## src/rtl/hazard_pkg.sv

```systemverilog
// hazard_pkg: shared types and constants for the decode/execute issue scheduler.
package hazard_pkg;
    localparam int REG_W  = 5;
    localparam int FWD_RF = 0;

    typedef struct packed {
        logic             valid;
        logic [REG_W-1:0] rd;
        logic             is_load;
    } slot_t;

    typedef enum logic {RUN, FLUSH} fsm_t;
endpackage

```

## src/rtl/hazard_match.sv

```systemverilog
// hazard_match: compares one source register against every scoreboard slot and
// priority-encodes the newest matching producer into a forward select.
module hazard_match
    import hazard_pkg::*;
#(
    parameter int DEPTH = 2,
    parameter int SELW  = 2
) (
    input  logic [REG_W-1:0]  rs_i,
    input  slot_t [DEPTH-1:0] slots_i,
    output logic [DEPTH-1:0]  match_o,
    output logic [SELW-1:0]   sel_o,
    output logic              ld_hit_o
);
    logic [DEPTH-1:0] ld_v;

    // Walk oldest to newest so the lowest slot index (newest producer) wins.
    always_comb begin
        match_o = '0;
        ld_v    = '0;
        sel_o   = SELW'(FWD_RF);
        for (int k = DEPTH - 1; k >= 0; k--) begin
            match_o[k] = slots_i[k].valid && (rs_i != '0) && (slots_i[k].rd == rs_i);
            ld_v[k]    = slots_i[k].is_load;
            sel_o      = (slots_i[k].valid && (rs_i != '0) && (slots_i[k].rd == rs_i)) ? SELW'(k + 1) : sel_o;
        end
    end

    // Only a load still in EXE cannot be forwarded in time.
    assign ld_hit_o = |(match_o & ld_v & DEPTH'(1));
endmodule

```

## src/rtl/hazard_ctrl.sv

```systemverilog
// hazard_ctrl: decode-to-execute issue scheduler with a shift-register scoreboard,
// RAW stall / forward-select generation and a post-redirect flush window.
module hazard_ctrl
    import hazard_pkg::*;
#(
    parameter int DEPTH        = 2,
    parameter int FWD_EN       = 0,
    parameter int FLUSH_CYCLES = 1,
    parameter int SELW         = 2
) (
    input  logic             clk,
    input  logic             rst,
    input  logic             dec_valid_i,
    input  logic [REG_W-1:0] dec_rs1_i,
    input  logic [REG_W-1:0] dec_rs2_i,
    input  logic [REG_W-1:0] dec_rd_i,
    input  logic             dec_is_load_i,
    input  logic             flush_from_exe,
    output logic             issue_o,
    output logic             stall_o,
    output logic [SELW-1:0]  fwd_rs1_sel_o,
    output logic [SELW-1:0]  fwd_rs2_sel_o,
    output logic             flush_state_o,
    output logic [31:0]      stall_cnt_o
);
    localparam logic [3:0] FLUSH_LD = 4'(FLUSH_CYCLES - 1);

    slot_t [DEPTH-1:0] slot_q, slot_d;
    fsm_t              fsm_q, fsm_d;
    logic [3:0]        cnt_q, cnt_d;
    logic [31:0]       stall_cnt_q, stall_cnt_d;
    logic [DEPTH-1:0]  m1, m2;
    logic [SELW-1:0]   sel1, sel2;
    logic              ld1, ld2, hazard, run;

    hazard_match #(.DEPTH(DEPTH), .SELW(SELW)) u_rs1 (
        .rs_i(dec_rs1_i), .slots_i(slot_q), .match_o(m1), .sel_o(sel1), .ld_hit_o(ld1)
    );
    hazard_match #(.DEPTH(DEPTH), .SELW(SELW)) u_rs2 (
        .rs_i(dec_rs2_i), .slots_i(slot_q), .match_o(m2), .sel_o(sel2), .ld_hit_o(ld2)
    );

    always_comb begin
        run           = (fsm_q == RUN);
        hazard        = dec_valid_i && ((FWD_EN != 0) ? (ld1 || ld2) : (|m1 || |m2));
        issue_o       = !rst && dec_valid_i && !hazard && run && !flush_from_exe;
        stall_o       = !rst && hazard && run && !flush_from_exe;
        fwd_rs1_sel_o = ((FWD_EN != 0) && issue_o) ? sel1 : SELW'(FWD_RF);
        fwd_rs2_sel_o = ((FWD_EN != 0) && issue_o) ? sel2 : SELW'(FWD_RF);
        flush_state_o = (fsm_q == FLUSH);
        stall_cnt_o   = stall_cnt_q;
    end

    // rd=0 never enters the scoreboard; stalls and flushes shift in bubbles.
    always_comb begin
        slot_d    = slot_q;
        slot_d[0] = (issue_o && dec_rd_i != '0) ? '{valid: 1'b1, rd: dec_rd_i, is_load: dec_is_load_i} : '0;
        for (int k = 1; k < DEPTH; k++) slot_d[k] = slot_q[k-1];
    end

    always_comb begin
        fsm_d       = fsm_q;
        cnt_d       = cnt_q;
        stall_cnt_d = (stall_o && stall_cnt_q != '1) ? stall_cnt_q + 32'd1 : stall_cnt_q;
        if (flush_from_exe) begin
            fsm_d = FLUSH;
            cnt_d = FLUSH_LD;
        end else if (fsm_q == FLUSH) begin
            fsm_d = (cnt_q == '0) ? RUN : FLUSH;
            cnt_d = (cnt_q == '0) ? cnt_q : cnt_q - 4'd1;
        end
    end

    always_ff @(posedge clk) begin
        if (rst) begin
            slot_q      <= '0;
            fsm_q       <= RUN;
            cnt_q       <= '0;
            stall_cnt_q <= '0;
        end else begin
            slot_q      <= slot_d;
            fsm_q       <= fsm_d;
            cnt_q       <= cnt_d;
            stall_cnt_q <= stall_cnt_d;
        end
    end
endmodule

```

## config.mk

```make
export PLATFORM = sky130hd
export DESIGN_NAME = hazard_ctrl
export DESIGN_NICKNAME = d
export VERILOG_FILES = /design/src/rtl/hazard_pkg.sv /design/src/rtl/hazard_match.sv /design/src/rtl/hazard_ctrl.sv
export SDC_FILE = /design/constraint.sdc
export NUM_CORES = 1
export LEC_CHECK = 0
export BUFFER_PORTS_ARGS = -buffer_cell sky130_fd_sc_hd__buf_2
export CAP_MARGIN = 20
export CELL_PAD_IN_SITES_DETAIL_PLACEMENT = 1
export CELL_PAD_IN_SITES_GLOBAL_PLACEMENT = 1
export CORE_UTILIZATION = 43
export DETAILED_ROUTE_END_ITERATION = 7
export PLACE_DENSITY_LB_ADDON = 0.1
export SLEW_MARGIN = 20
export SYNTH_ARGS = -nofsm -noshare
export SYNTH_HDL_FRONTEND = slang
export SYNTH_HIERARCHICAL = 1
export SYNTH_SLANG_ARGS = --single-unit
```

## constraint.sdc

```tcl
create_clock -name clk -period 3.9 [get_ports clk]
set_input_delay 0.195 -clock clk [delete_from_list [all_inputs] [get_ports clk]]
set_output_delay 0.195 -clock clk [all_outputs]
set_load 0.01 [all_outputs]
```

==> out/metrics.yaml, run 1 <==
global_routing:
  grt_pass1_vias: 2300
  antenna_found_initial: 1
  grt-ovfl-total: 0
  grt_max_degree: 51
  grt_use_total: 0.223
  grt_pass1_wl_um: 10800
hold_path:
  hold_class: "primary input to register"
  min_path_cells: 2
power_and_ir_drop:
  p_comb_frac: 0.058
  swShare: 0.228
  clkPwrFrac: 0.355
  internal_power_mw: 0.666
  power_leakage_nw: 1.14
  ir_drop_mv: 0.172
  p_seq_frac: 0.587
  powerDensity_mw_per_mm2: 295
  switchingPower_mw: 0.197
placed_design:
  io_buffers: 53
  globalplace.congestion: 0.762
  detailed_place_hpwl_um: 4890
  pre_cts_slack_ns: 1.02
critical_path:
  cp.required_ns: 4.14
  cp-end-kind: "register"
  reg2regPathDepth: 8
  cp-start-kind: "register"
  critPathKind: "register to register"
  worstPathArrival_ns: 3.11
  path_max_fanout: 15
synthesis:
  synth_cells: 294
  ys_warn_count: 6
  synth_area_per_cell_um2: 8.52
  syn_area_mm2: 0.00250
flow_run:
  maxCapViolations: 0
timing:
  clock.fmax_mhz: 348
  tightest_slew_ns: 0.767
  period_share: 0.737
  layout_min_cycle_time_ns: 2.88
  worst_slack_ns: 1.02
  relSlewSlack: 0.484
  tns_ns: 0
  rsz0062_at_grt: "false"
  fin_skew_ns: 0.00864
  finalHoldViolCount: 0
  drv_slew: 0
  finalSetupViolations: 0
  fin_hold_ws_ns: 0.120
clocking:
  numCtsBuffers: 5
  holdBufCountCts: 0
  cts_tree: "done"
  cts_buffer_depth: 2
  numClockSinks: 49
  cts_resized: 0
  cts_root_buffer: "clkbuf_8"
  insertion_delay_ns: 0.31
  clk_pin_slew_ns: 0.09
  cts_setup_buffers: 0
  htree_levels: 2
layout:
  final_nets: 371
  final_util: 0.524
  synthToLayoutAreaGrowth_pct: 16.7
  layout-drive-gt1-share: 0.198
status:
  status: "finished, final reports clean"
detailed_routing:
  drtPass1Iterations: 4
  wl_per_cell_um: 15.4
  vias: 2335
  drt_iter0_markers: 81
  drc: 0
  viasPerCell: 5.53
  wl_um: 6490
  antenna_left: 0
floorplan:
  core_mm2: 0.00557
  dieHeight_um: 78.3
  initial_core_util: 0.449
  num_rows: 27
  io_pins: 59
  dieArea_mm2: 0.00613
  die_width_um: 78.3
[cells in the final DEF, fill, tap and decap left out, types with 2 or more instances in the layout]
cell,instances
or4_1,9
a311o_1,2
conb_1,4
nor2b_1,11
nand4bb_1,3
dfxtp_1,49
nand3_1,8
a21oi_1,19
ha_1,2
inv_1,6
a211oi_1,2
mux2_2,3
nand2_1,24
and3_1,11
nand4_1,16
nor3_1,15
or4b_1,3
buf_4,3
nand2b_1,3
mux2i_1,3
o31ai_1,3
nor2_1,19
or3_1,9
o21ai_0,14
clkbuf_8,6
xor2_1,4
and4_1,2
and2_1,4
nor4_1,2
xnor2_1,26
a31oi_1,2
buf_2,53
[critical path, cell delays in order, from the launching register on]
cell and delay, ns:
dfxtp_1 0.41, xnor2_1 0.15, nand4_1 0.11, nor3_1 0.23, nor4_1 0.16, or4_1 0.56
a311o_1 0.51, or4_1 0.53, a21oi_1 0.14
[path summary, 6_finish.rpt]
| path | startpoint | to | slack [ns] |
|---|---|---|---|
| max | slot_d[11] | stall_cnt_o[23] | 1.02 |
| min | dec_rd_i[1] | slot_d[13] | 0.12 |
| max reg2reg | slot_d[11] | stall_cnt_o[23] | 1.02 |
| min reg2reg | slot_d[13] | slot_q[13] | 0.51 |
[flip-flops by register name, indices dropped and copies added, names as in the netlist]
register,flops
stall_cnt_o,32
flush_state_o,1
slot_d,6
slot_q,6
cnt_q,4
[cell type report]
| class | count | area, um2 |
|---|---|---|
| clock buffers | 6 | 82.6 |
| well taps | 72 | 90.1 |
| diodes | 1 | 2.50 |
| repair buffers | 56 | 288 |
| inverters | 6 | 22.5 |
| clock inverters | 1 | 7.51 |
| fillers | 704 | 2650 |
| flip-flops and latches | 49 | 981 |
| multi-input cells | 231 | 1450 |
[metrics by stage]
stage | cell area [um2] | power [mW] | std cells
after floorplan | 2520 | 0.548 | 297
after global placement | 2830 | 0.566 | 414
after detailed placement | 2830 | 0.569 | 414
after CTS | 2920 | 0.872 | 421
after global routing | 2920 | 0.900 | 422
final | 2920 | 0.862 | 422
[routing by layer]
metal | vias to the layer above | global-route usage | part of all wire
li1 | 1165 | - | -
met1 | 1125 | 0.280 | 0.47
met3 | 7 | 0.0430 | 0.036
met4 | 0 | 0.0963 | 0.015
met2 | 38 | 0.369 | 0.48
met5 | - | 0 | 0
[power groups by stage]
| stage | sequential (mW) | clock [mW] | combinational [mW] |
|---|---|---|---|
| after floorplan | 0.518 | 0 | 0.0303 |
| after global placement | 0.518 | 0 | 0.0482 |
| after detailed placement | 0.518 | 0 | 0.0503 |
| after CTS | 0.506 | 0.315 | 0.0505 |
| after global routing | 0.507 | 0.338 | 0.0551 |
| final | 0.506 | 0.306 | 0.0499 |
Power figures use the tool's default switching activity.
==> inputs of run 2 (changes only) <==
--- a/config.mk
+++ b/config.mk
@@ -9,7 +9,7 @@
 export CAP_MARGIN = 20
 export CELL_PAD_IN_SITES_DETAIL_PLACEMENT = 1
 export CELL_PAD_IN_SITES_GLOBAL_PLACEMENT = 1
-export CORE_UTILIZATION = 43
+export CORE_UTILIZATION = 40
 export DETAILED_ROUTE_END_ITERATION = 7
 export PLACE_DENSITY_LB_ADDON = 0.1
 export SLEW_MARGIN = 20
==> constraint.sdc (replaced) <==
create_clock -name clk -period 3 [get_ports clk]
set_input_delay 0.15 -clock clk [delete_from_list [all_inputs] [get_ports clk]]
set_output_delay 0.15 -clock clk [all_outputs]
set_load 0.01 [all_outputs]
==> run 2 against run 1 <==
  * Total power up 33%
  * Combinational power rose by 28%
  * Maximum frequency up 2.1%
  * Setup slack worse by 0.84 ns
  * Flip-flop and latch count is the same
  * Clock skew is 0.0021 ns lower
==> out/metrics.yaml, run 2 (synthesis results as in run 1) <==
power_and_ir_drop:
  clkPwrFrac: 0.372  # +0.017
  p_comb_frac: 0.056  # -0.002
  p_seq_frac: 0.572  # -0.015
  switchingPower_mw: 0.259  # +31%
  powerDensity_mw_per_mm2: 390  # +32%
  internal_power_mw: 0.891  # +34%
  swShare: 0.225  # -0.00340
  ir_drop_mv: 0.206  # +19%
  power_leakage_nw: 1.16  # +1.4%
timing:
  finalSetupViolations: 0  # unchanged
  layout_min_cycle_time_ns: 2.82  # -0.0599 ns
  period_share: 0.939  # +0.201
  finalHoldViolCount: 0  # unchanged
  tightest_slew_ns: 0.761  # -0.00638 ns
  rsz0062_at_grt: "false"
  tns_ns: 0  # unchanged
  drv_slew: 0  # unchanged
  clock.fmax_mhz: 355  # +2.1%
  relSlewSlack: 0.489  # +0.00429
  fin_skew_ns: 0.00655  # -0.00209 ns
clocking:
  cts_setup_buffers: 0  # unchanged
  cts_tree: "done"
  clk_pin_slew_ns: 0.09  # about the same
  numClockSinks: 49  # unchanged
  cts_buffer_depth: 2  # unchanged
  cts_resized: 0  # unchanged
  cts_root_buffer: "clkbuf_8"
  numCtsBuffers: 5  # unchanged
  insertion_delay_ns: 0.30  # about the same
  htree_levels: 2  # unchanged
  holdBufCountCts: 0  # unchanged
floorplan:
  io_pins: 59  # unchanged
  die_width_um: 81.1  # +3.6%
  dieHeight_um: 81.1  # +3.6%
  initial_core_util: 0.418  # -0.0313
  num_rows: 28  # +3.7%
  core_mm2: 0.00599  # +7.5%
  dieArea_mm2: 0.00658  # +7.3%
detailed_routing:
  antenna_left: 0  # unchanged
  wl_um: 6500  # +0.15%
  drtPass1Iterations: 4  # unchanged
  viasPerCell: 5.48  # -0.90%
  drt_iter0_markers: 70  # -14%
  vias: 2336  # +0.043%
  drc: 0  # unchanged
  wl_per_cell_um: 15.3  # -0.79%
placed_design:
  placed_cell_area_mm2: 0.00284  # +0.40%
  io_buffers: 53  # unchanged
  detailed_place_hpwl_um: 4800  # -1.9%
  globalplace.congestion: 0.753  # -1.1%
layout:
  layout-drive-gt1-share: 0.208  # +0.0103
  final_nets: 372  # +0.27%
  largest_reg_flops: 32  # unchanged
  layout_common_cells: "buf_2 (53), dfxtp_1 (49), xnor2_1 (26), nand2_1 (24)"
  final_cell_area_mm2: 0.00295  # +0.90%
  diodes: 0  # -1
  synthToLayoutAreaGrowth_pct: 17.7
  final_common_cell: "buf_2"
status:
  status: "finished, final reports clean"
critical_path:
  worstPathArrival_ns: 3.05  # -0.06 ns
  cp-end-kind: "register"
  critPathMostFrequentCell: "or4_1"
  path_max_fanout: 15  # unchanged
  critPathMaxStageDelay_ns: 0.55  # about the same
  cp-start-kind: "register"
  critPathKind: "register to register"
  slowest_stage: "or4_1"
  cp.required_ns: 3.23  # -0.91 ns
  crit_chain: "xnor2_1 > nand4_1 > nor3_1 > nor4_1 > or4_1 > a311o_2 > or4_1 > a21oi_1"
global_routing:
  grt_max_degree: 50  # -2.0%
  grt_pass1_vias: 2223  # -3.3%
  grt-ovfl-total: 0  # unchanged
  grt_pass1_wl_um: 10600  # -2.2%
  antenna_found_initial: 0  # -1
  grt_use_total: 0.210  # -0.0129
hold_path:
  hold_class: "primary input to register"
flow_run:
  maxCapViolations: 0  # unchanged
==> run 2: final cells by class <==
| cell class | count | area [um2] |
|---|---|---|
| clock inverter | 1 | 5.00 |
| multi-input combinational | 231 | 1460 |
| timing repair buffer | 57 | 295 |
| clock buffer | 7 | 96.3 |
| tap | 75 | 93.8 |
| fill | 754 | 3040 |
| inverter | 6 | 22.5 |
| sequential | 49 | 981 |
==> run 2: metal layers <==
layer	vias up	GRT usage	part of all wire	wire, um
met3	9	0.0461	0.034	224
met4	0	0.0554	0.016	101
li1	1171	-	-	-
met1	1111	0.276	0.47	3090
met2	45	0.345	0.47	3090
met5	-	0	0	0
==> run 2: path summary, 6_finish.rpt <==
path / from / endpoint / slack, ns / cells past startpoint
max: slot_q[9] / stall_cnt_o[23] / 0.18 / 8
min: dec_rd_i[1] / slot_d[13] / 0.07 / 2
max reg2reg: slot_q[9] / stall_cnt_o[23] / 0.18 / 8
min reg2reg: slot_d[10] / slot_q[10] / 0.51 / 1
==> run 2: worst max-delay path: cells and delay by family, from the launching register on <==
family / cells / cell delay (ns)
simple gates: 5 / 1.60
compound gates: 2 / 0.65
flops: 1 / 0.37
xor+xnor: 1 / 0.13
==> run 2: power groups by stage <==
| stage | sequential, mW | combinational (mW) | clock (mW) |
|---|---|---|---|
| 2_1_floorplan | 0.673 | 0.0394 | 0 |
| 3_3_place_gp | 0.673 | 0.0633 | 0 |
| 3_5_place_dp | 0.674 | 0.0643 | 0 |
| 4_1_cts | 0.658 | 0.0646 | 0.446 |
| 5_1_grt | 0.659 | 0.0709 | 0.475 |
| 6_report | 0.658 | 0.0640 | 0.428 |
==> run 2: per-stage QoR <==
stage                     hold WS (ns)  setup WS [ns]  power (mW)   util  std cells
after floorplan                  0.227          0.603       0.712      -        297
after global placement           0.383          0.250       0.737  0.474        418
after detailed placement         0.388          0.132       0.738  0.474        418
after CTS                       0.0658         0.0914        1.17  0.491        426
after global routing            0.0755        0.00540        1.20  0.492        426
final                           0.0716          0.184        1.15  0.492        426
==> inputs of run 3 (changes only) <==
--- a/config.mk
+++ b/config.mk
@@ -9,9 +9,10 @@
 export CAP_MARGIN = 20
 export CELL_PAD_IN_SITES_DETAIL_PLACEMENT = 1
 export CELL_PAD_IN_SITES_GLOBAL_PLACEMENT = 1
-export CORE_UTILIZATION = 40
+export CORE_UTILIZATION = 36
 export DETAILED_ROUTE_END_ITERATION = 7
 export PLACE_DENSITY_LB_ADDON = 0.1
+export REMOVE_ABC_BUFFERS = 1
 export SLEW_MARGIN = 20
 export SYNTH_ARGS = -nofsm -noshare
 export SYNTH_HDL_FRONTEND = slang
==> run 3 against run 2 <==
  * Maximum frequency is 1.7% higher
  * Flip-flop and latch count stayed put
  * Setup slack better by 0.046 ns
  * Sequential share of layout area is 0.071 points higher
  * Non-clock buffer count is 1 higher
  * Register-to-register slack better by 0.05 ns
  * Sequential power hardly changed
  * Die area is 11% higher
  * Cell area is 0.21% lower
  * Combinational power is 1% higher
  * First-iteration DRC count is 10% higher
  * Via count is 1.4% lower
  * Critical path type unchanged
  * Critical endpoint is now stall_cnt_o[13]
  * Largest cell class unchanged
==> out/metrics.yaml, run 3 (synthesis results as in run 1) <==
timing:
  clock.fmax_mhz: 361  # +1.7%
  finalHoldViolCount: 0  # unchanged
  layout_min_cycle_time_ns: 2.77  # -0.0460 ns
  rsz0062_at_grt: "false"
  drv_slew: 0  # unchanged
  fin_skew_ns: 0.00875  # +0.00220 ns
  finalSetupViolations: 0  # unchanged
  relSlewSlack: 0.490  # +0.00198
  tightest_slew_ns: 0.758  # -0.00295 ns
  fin_hold_ws_ns: 0.0847  # +0.0131 ns
  period_share: 0.923  # -0.0153
  tns_ns: 0  # unchanged
floorplan:
  die_width_um: 85.4  # +5.3%
  num_rows: 30  # +7.1%
  io_pins: 59  # unchanged
  dieHeight_um: 85.4  # +5.3%
  core_mm2: 0.00676  # +13%
  initial_core_util: 0.371  # -0.0474
  dieArea_mm2: 0.00730  # +11%
detailed_routing:
  vias: 2304  # -1.4%
  drt_iter0_markers: 77  # +10%
  drc: 0  # unchanged
  drtPass1Iterations: 4  # unchanged
  wl_um: 6240  # -3.9%
  wl_per_cell_um: 14.5  # -5.3%
  viasPerCell: 5.33  # -2.7%
  antenna_left: 0  # unchanged
clocking:
  cts_setup_buffers: 0  # unchanged
  insertion_delay_ns: 0.30  # about the same
  numClockSinks: 49  # unchanged
  holdBufCountCts: 0  # unchanged
  htree_levels: 2  # unchanged
  numCtsBuffers: 5  # unchanged
  cts_buffer_depth: 2  # unchanged
  cts_root_buffer: "clkbuf_8"
  cts_tree: "done"
  clk_pin_slew_ns: 0.09  # about the same
power_and_ir_drop:
  switchingPower_mw: 0.266  # +2.7%
  p_seq_frac: 0.593  # +0.021
  swShare: 0.239  # +0.0144
  powerDensity_mw_per_mm2: 377  # -3.2%
  clkPwrFrac: 0.349  # -0.023
  p_comb_frac: 0.058  # +0.002
  power_leakage_nw: 1.15  # -0.45%
  internal_power_mw: 0.844  # -5.2%
  ir_drop_mv: 0.185  # -10%
critical_path:
  cp.required_ns: 3.24  # about the same
  reg2reg_from: "slot_q[12]"
  slowest_stage: "or4_1"
  cp-start-kind: "register"
  path_max_fanout: 15  # unchanged
  r2r_setup_slack_ns: 0.23  # +0.05 ns
  critPathMaxStageDelay_ns: 0.57  # +0.02 ns
  r2r-end: "stall_cnt_o[13]"
  reg2regPathDepth: 8  # unchanged
  worstPathArrival_ns: 3.00  # -0.05 ns
  critPathKind: "register to register"
  crit_start: "slot_q[12]"
  cp-end-kind: "register"
  crit_chain: "xnor2_1 > nand4_1 > nor3_1 > nor4_1 > or4_1 > a311o_2 > or4b_1 > a21oi_1"
status:
  status: "finished, final reports clean"
hold_path:
  hold_class: "primary input to register"
  hp-start: "dec_rd_i[1]"
  hold_end: "slot_d[13]"
  min_path_cells: 2  # unchanged
layout:
  final_common_cell: "buf_2"
  synthToLayoutAreaGrowth_pct: 17.5
  seqCellArea_um2: 981  # unchanged
  diodes: 0  # unchanged
  layout-drive-gt1-share: 0.207  # -0.000591
  largest_reg_flops: 32  # unchanged
  n_fill_cell: 843  # +12%
  layout_common_cells: "buf_2 (53), dfxtp_1 (49), xnor2_1 (26), nand2_1 (24)"
  multi_input_area_mm2: 0.00145  # -0.34%
  final_nets: 373  # +0.27%
global_routing:
  grt_pass1_wl_um: 10300  # -3.1%
  antenna_found_initial: 0  # unchanged
  grt_max_degree: 50  # unchanged
  grt_pass1_vias: 2157  # -3.0%
  grt-ovfl-total: 0  # unchanged
  grt_use_total: 0.176  # -0.0334
placed_design:
  globalplace.congestion: 0.752  # -0.16%
  detailed_place_hpwl_um: 4660  # -2.9%
  io_buffers: 53  # unchanged
flow_run:
  maxCapViolations: 0  # unchanged
-- run 3: cell types whose count changed in the layout (fill, tap and decap cells not counted) --
cell	change
clkinvlp_4	+1
buf_4	+1
clkinv_2	+1
nor3_2	-1
nor3_1	+1
clkbuf_8	-2
-- run 3: metrics by stage --
step | utilization | setup WS (ns) | total power [mW] | cells | area, um2
2_1_floorplan | - | 0.519 | 0.701 | 286 | 2450
3_3_place_gp | 0.423 | 0.239 | 0.737 | 424 | 2860
3_5_place_dp | 0.423 | 0.163 | 0.739 | 424 | 2860
4_1_cts | 0.435 | 0.157 | 1.13 | 432 | 2940
5_1_grt | 0.436 | 0.0133 | 1.17 | 432 | 2940
6_report | 0.436 | 0.230 | 1.11 | 432 | 2940
-- run 3: metal layers --
layer | wire (um) | global-route usage
met4 | 38 | 0.0364
met2 | 2940 | 0.303
met1 | 3050 | 0.231
met5 | 0 | 0
met3 | 209 | 0.0331
-- run 3: power groups by stage --
stage               clock network [mW]  registers [mW]  logic (mW)
finish                           0.387           0.658      0.0647
floorplan                            0           0.673      0.0280
detailed placement                   0           0.673      0.0656
global route                     0.437           0.659      0.0715
CTS                              0.407           0.658      0.0657
global placement                     0           0.673      0.0642
-- run 3: cell type report --
cell class                 count  share of cell area
timing repair buffer          58               0.103
clock buffer                   5              0.0234
multi-input combinational    231               0.493
inverter                       6             0.00765
clock inverter                 3             0.00595
tap                           80              0.0340
sequential                    49               0.333
-- run 3: repair_timing --
| item | 4_1_cts | 5_1_grt |
|---|---|---|
| setup endpoints to repair | 0 | 2 |
| endpoints found under the hold margin | 0 | 0 |
| resized for setup | 0 | 1 |
-- run 3: worst max-delay path by stage --
| stage | endpoint | slack, ns | cells past startpoint |
|---|---|---|---|
| floorplan | stall_cnt_o[23] | 0.52 | 8 |
| global placement | stall_cnt_o[27] | 0.24 | 9 |
| detailed placement | stall_cnt_o[13] | 0.16 | 8 |
| CTS | stall_cnt_o[23] | 0.16 | 8 |
| global route | stall_cnt_o[23] | 0.01 | 8 |
| finish | stall_cnt_o[13] | 0.23 | 8 |
-- run 3: worst max-delay path: cells and delay by family, from the launching register on --
kind	cells	cell delay (ns)
DFF	1	0.39
xor gates and xnor gates	1	0.13
AOI/OAI and AO/OA	2	0.65
and+or+nand+nor	5	1.54
